`src/rtl/arp_key_tagger.sv`:
```
// arp_key_tagger: inline AXI-Stream stage that overwrites a SOP-snapshotted key into frames matching ETHERTYPE
module arp_key_tagger #(
  parameter int          C_AXIS_DATA_WIDTH  = 256,
  parameter int          C_AXIS_TUSER_WIDTH = 128,
  parameter int          KEY_WORDS          = 4,
  parameter int          TAG_BEAT           = 1,
  parameter int          TAG_OFFSET         = 10,
  parameter logic [15:0] ETHERTYPE          = 16'h0806
) (
  input  logic                            axis_aclk,
  input  logic                            axis_reset,
  input  logic [C_AXIS_DATA_WIDTH-1:0]    s_axis_tdata,
  input  logic [C_AXIS_DATA_WIDTH/8-1:0]  s_axis_tkeep,
  input  logic [C_AXIS_TUSER_WIDTH-1:0]   s_axis_tuser,
  input  logic                            s_axis_tvalid,
  output logic                            s_axis_tready,
  input  logic                            s_axis_tlast,
  output logic [C_AXIS_DATA_WIDTH-1:0]    m_axis_tdata,
  output logic [C_AXIS_DATA_WIDTH/8-1:0]  m_axis_tkeep,
  output logic [C_AXIS_TUSER_WIDTH-1:0]   m_axis_tuser,
  output logic                            m_axis_tvalid,
  input  logic                            m_axis_tready,
  output logic                            m_axis_tlast,
  input  logic                            tag_en,
  input  logic [32*KEY_WORDS-1:0]         key_in,
  input  logic                            clear_counters,
  output logic [31:0]                     match_cnt,
  output logic [31:0]                     tagged_cnt,
  output logic [31:0]                     short_cnt
);
  localparam int DW = C_AXIS_DATA_WIDTH;
  localparam int KB = C_AXIS_DATA_WIDTH / 8;
  localparam int UW = C_AXIS_TUSER_WIDTH;
  localparam int NK = 4 * KEY_WORDS;
  localparam logic [3:0] TB = 4'(TAG_BEAT);
  typedef enum logic [1:0] {SOP, HUNT, PASS} state_t;
  state_t state_q, state_d;
  logic [3:0] beat_q, beat_d;
  logic [32*KEY_WORDS-1:0] key_q, key_d, key_use;
  logic [DW-1:0] data_q, data_d, tag_data;
  logic [KB-1:0] keep_q, keep_d, tag_keep;
  logic [UW-1:0] user_q, user_d;
  logic valid_q, valid_d, last_q, last_d;
  logic [31:0] match_q, match_d, tagged_q, tagged_d, short_q, short_d;
  logic in_fire, sop, hit, tag, short_end;
  assign s_axis_tready = ~valid_q | m_axis_tready;
  assign m_axis_tdata  = data_q;
  assign m_axis_tkeep  = keep_q;
  assign m_axis_tuser  = user_q;
  assign m_axis_tvalid = valid_q;
  assign m_axis_tlast  = last_q;
  assign match_cnt     = match_q;
  assign tagged_cnt    = tagged_q;
  assign short_cnt     = short_q;
  always_comb begin
    in_fire = s_axis_tvalid & s_axis_tready;
    sop = state_q == SOP;
    hit = {s_axis_tdata[103:96], s_axis_tdata[111:104]} == ETHERTYPE;
    key_use = sop ? key_in : key_q;
    tag = sop ? hit & tag_en & (TAG_BEAT == 0) : (state_q == HUNT) & (beat_q == TB);
    short_end = s_axis_tlast & (sop ? hit & tag_en & (TAG_BEAT != 0) : (state_q == HUNT) & (beat_q != TB));
    tag_data = s_axis_tdata;
    tag_keep = s_axis_tkeep;
    for (int i = 0; i < NK; i++) begin
      tag_data[8*(TAG_OFFSET+i) +: 8] = key_use[8*i +: 8];
      tag_keep[TAG_OFFSET+i] = 1'b1;
    end
  end
  always_comb begin
    state_d = state_q;
    beat_d = beat_q;
    key_d = key_q;
    if (in_fire) begin
      if (sop) begin
        beat_d = 4'd1;
        key_d = key_in;
        state_d = s_axis_tlast ? SOP : (hit & tag_en & (TAG_BEAT != 0)) ? HUNT : PASS;
      end else if (state_q == HUNT) begin
        state_d = s_axis_tlast ? SOP : tag ? PASS : HUNT;
        beat_d = tag ? beat_q : beat_q + 4'd1;
      end else begin
        state_d = s_axis_tlast ? SOP : PASS;
      end
    end
    valid_d = in_fire | (valid_q & ~m_axis_tready);
    data_d = in_fire ? (tag ? tag_data : s_axis_tdata) : data_q;
    keep_d = in_fire ? (tag ? tag_keep : s_axis_tkeep) : keep_q;
    user_d = in_fire ? s_axis_tuser : user_q;
    last_d = in_fire ? s_axis_tlast : last_q;
    match_d = clear_counters ? 32'd0 : match_q + 32'(in_fire & sop & hit);
    tagged_d = clear_counters ? 32'd0 : tagged_q + 32'(in_fire & tag);
    short_d = clear_counters ? 32'd0 : short_q + 32'(in_fire & short_end);
  end
  always_ff @(posedge axis_aclk) begin
    if (axis_reset) begin
      state_q <= SOP;
      beat_q <= '0;
      key_q <= '0;
      data_q <= '0;
      keep_q <= '0;
      user_q <= '0;
      valid_q <= 1'b0;
      last_q <= 1'b0;
      match_q <= '0;
      tagged_q <= '0;
      short_q <= '0;
    end else begin
      state_q <= state_d;
      beat_q <= beat_d;
      key_q <= key_d;
      data_q <= data_d;
      keep_q <= keep_d;
      user_q <= user_d;
      valid_q <= valid_d;
      last_q <= last_d;
      match_q <= match_d;
      tagged_q <= tagged_d;
      short_q <= short_d;
    end
  end
endmodule

```
`config.mk`:
```
export PLATFORM = sky130hd
export DESIGN_NAME = arp_key_tagger
export DESIGN_NICKNAME = d
export VERILOG_FILES = /design/src/rtl/arp_key_tagger.sv
export SDC_FILE = /design/constraint.sdc
export NUM_CORES = 1
export LEC_CHECK = 0
export BUFFER_PORTS_ARGS = -buffer_cell sky130_fd_sc_hd__buf_2
export CAP_MARGIN = 20
export CORE_AREA = 2 2 415 417
export DETAILED_ROUTE_END_ITERATION = 16
export DIE_AREA = 0 0 417 419
export SYNTH_ARGS = -nofsm -noshare
export SYNTH_HDL_FRONTEND = slang
export SYNTH_SLANG_ARGS = --single-unit
```
`constraint.sdc`:
```
create_clock -name axis_aclk -period 5.88 [get_ports axis_aclk]
set_input_delay 1.764 -clock axis_aclk [delete_from_list [all_inputs] [get_ports axis_aclk]]
set_output_delay 1.764 -clock axis_aclk [all_outputs]
set_load 0.05 [all_outputs]
```
==> impl_metrics.yaml <==
outcome:
  outcome: "completed"
detailed_routing:
  routed-via-count: 26720
  post_route_met1_wirelength_um: 55130
  routed_wl_um: 134300
  route.met3.wl_um: 13930
  route.detailed.drc: 0
  post_route_ant_nets: 0
  routedWlPerCell_um: 21.01
  top_layer_used: "met5"
  via_per_inst: 4.181
  first_iter_violations: 2262
  met2WireLength_um: 58770
  dr.pass1.iters: 7
critical_path:
  r2r_cells: 9
  cp_capture_type: "flop"
  crit_path_cell_trace: "buf_2, nor4_1, and4_1, a21boi_0, nor2_1, buf_4, ha_1, ha_1, nand4_1, or3_1, buf_4, o41ai_1, a21oi_1"
  critPathArrivalTime_ns: 5.16
  reg_to_reg_endpoint: "tagged_cnt[27]$_SDFF_PP0_"
  timing.critical_path.slowest_cell_delay_ns: 0.57
  worstSetupPathType: "in2reg"
  crit_fanout: 12
  crit_required_ns: 6.42
  cp-start-kind: "input port"
  rr_startpoint: "beat_q[0]$_SDFFE_PP0P_"
  timing.critical_path.buf_inv: 3
  r2r_slack_ns: 1.66
  critical-path-slowest-cell: "nor4_1"
  crit_family: "simple AND/OR/NAND/NOR gates"
placed_design:
  place.detailed.hpwl_um: 103400
  port_buffers: 1065
  gpl.final_weighted_congestion: 0.9715
clocking:
  postCtsSetupRepairBufs: 0
  cts_max_path_buffers: 3
  insertion_delay_of_the_later_clocked_pin_in_the_worst_skew_pair_ns: 0.70
  cts_num_sinks: 648
  cts-buffers-inserted: 83
  gates_resized_cts_repair: 0
  clk_pin_slew_ns: 0.05
  clock_tree.root_cell: "clkbuf_16"
  cts.hold.buffers_added: 0
  cts_tree: "done"
  ctsHtreeMaxLevel: 3
final_layout:
  seqCellArea_um2: 12970
  multi_input_comb_area_um2: 10560
  synth_to_final_area_change_pct: 42.66
  final.fill_count: 19187
  layout-drive-gt1-share_pct: 30.45
  finalNetCount: 4608
power_and_ir_drop:
  vdd_drop_max_mv: 0.2118
  total_leakage_power_nw: 14.85
  post-layout-total-power_w: 0.01183
  p_per_area_nw_per_um2: 338.7
flow_run:
  timing.max_cap.violations: 0
worst_hold_path:
  hold_path_startpoint: "m_axis_tdata[14]$_SDFFE_PP0N_"
  min_to: "m_axis_tdata[14]$_SDFFE_PP0N_"
  worst_hold_path_type: "reg2reg"
  hold_depth: 2
sta:
  final_setup_violations: 0
  hold_viol: 0
  worst_pin_slew_ns: 1.105
  rsz_0062_raised_after_global_routing: "false"
  finalCriticalPeriod_ns: 4.621
  achievable-frequency_mhz: 216.4
  layout_worst_path_cycle_share_pct: 78.58
  slew_headroom_pct: 26.34
  post_route_setup_tns_ns: 0
  timing.hold.ws_ns: 0.4487
  setup_clock_skew_after_layout_ns: 0.03452
  timing_max_transition_violations_final: 0
yosys:
  post_synth_net_total: 3659
  post_synth_and_or_nand_nor_area_fraction_pct: 25.12
  synth-compound-area-share_pct: 16.17
  post_synth_instance_area_um2: 24490
  combinational_family_with_the_most_area_after_synthesis: "simple AND/OR/NAND/NOR gates"
  synth_cell_type_count: 46
  synth_area_per_cell_um2: 7.901
  synth_sequential_area_ratio_pct: 52.97
  yosys.area_share.xor_xnor_pct: 1.109
  synth_top_cell_by_area: "dfxtp_1"
  synth_ff_type: "dfxtp_1"
  number_of_enable_flip_flop_cells_after_synthesis: 0
  synth_mux_area_share_pct: 0.1226
  synthAdderAreaFrac_pct: 0.4087
  synth-seq-cells: 648
  synthArstFlopShare_pct: 0
  synth.yosys.warnings: 0
  yosysTopAreaCellShare_pct: 52.97
  post_synth_main_area_contributors: "dfxtp_1, nand2_1, a21oi_1"
  synth_cells: 3100
global_route:
  grt_overflow_total: 0
  grt_antenna_before_repair: 50
  grt_max_degree: 195
  grt_use_total_pct: 14.52
  first_global_vias: 24427
  global_route_wire_length_before_repair_um: 182600
floorplan:
  height_of_the_die_um: 419
  rows: 152
  design.die.area_um2: 174700
  core-area_um2: 170600
  start_util_pct: 14.36
  die_width_um: 417
  number_of_primary_i_o_pins: 1066
## state kept, by name (all words and copies together) (netlist names)
signal,count
m_axis_tkeep,32
tagged_cnt,32
m_axis_tuser,128
beat_q,4
state_q,2
m_axis_tlast,1
key_q,128
match_cnt,32
m_axis_tdata,256
short_cnt,32
m_axis_tvalid,1
## tightest hold or removal path: stages (launching register included)
cell	delay (ns)
dfxtp_1	0.30
nand2_1	0.05
a21oi_1	0.05
## per-layer routing
layer | GRT usage [%] | vias up
met5 | 1.361 | -
met4 | 6.380 | 38
met3 | 5.848 | 273
met2 | 21.85 | 1190
met1 | 18.03 | 12780
li1 | - | 12439
## cells in the final DEF, fill, tap and decap left out, types with 20 or more instances in the layout
cell / count
nand2_1: 1100
buf_2: 1064
dfxtp_1: 648
a21oi_1: 456
nor2_1: 179
a311oi_1: 129
clkbuf_16: 84
diode_2: 47
o21ai_0: 36
nand3_1: 30
or4_1: 30
or3_1: 30
nor3_1: 27
buf_4: 27
o31ai_1: 26
nand4_1: 23
inv_1: 20
## Yosys cell counts, types with 26 or more instances
cell type	instances
nand2_1	1101
or4_1	30
or3_1	31
nor2_1	180
nand3_1	31
clkbuf_1	207
dfxtp_1	648
o21ai_0	36
o31ai_1	26
a21oi_1	456
a311oi_1	129
nor3_1	27
## how the worst max path moves through the flow
stage                                start                        to  slack, ns  cells after the start
after floorplan              m_axis_tready  match_cnt[24]$_SDFF_PP0_       0.93                     12
after global placement    s_axis_tdata[96]  short_cnt[28]$_SDFF_PP0_       0.65                     13
after detailed placement  s_axis_tdata[96]  short_cnt[28]$_SDFF_PP0_       0.57                     13
after CTS                 s_axis_tdata[96]  short_cnt[28]$_SDFF_PP0_       1.34                     13
after global routing      s_axis_tdata[96]  short_cnt[28]$_SDFF_PP0_       1.15                     13
final                     s_axis_tdata[96]  short_cnt[28]$_SDFF_PP0_       1.26                     13
## cell families after synthesis
group	count (synthesis)
xor+xnor	31
compound gates	667
flops	648
buf+inv	257
fa+ha+maj	8
mux	3
simple gates	1486
## where the power goes
group | internal (W) | switching [W]
sequential | 0.00464 | 0.000139
combinational | 0.000454 | 0.00143
clock | 0.00299 | 0.00217
## final cells by class
type                       count  area share, %
timing repair buffer        1101          16.38
inverter                      20         0.2149
sequential                   648          37.13
clock buffer                 112          6.603
clock inverter                35          1.128
tap                         2233          7.996
antenna                       47         0.3366
multi-input combinational   2195          30.21
## metrics by stage
stage / cell area [um^2] / cells / setup slack [ns] / utilization [%]
2_1_floorplan: 24490 / 3100 / 0.9332 / -
3_3_place_gp: 32120 / 6197 / 0.6536 / 18.83
3_5_place_dp: 32120 / 6197 / 0.5651 / 18.83
4_1_cts: 34820 / 6344 / 1.343 / 20.41
5_1_grt: 34910 / 6379 / 1.155 / 20.46
6_report: 34940 / 6391 / 1.259 / 20.48
(Power assumes the default switching activity.)
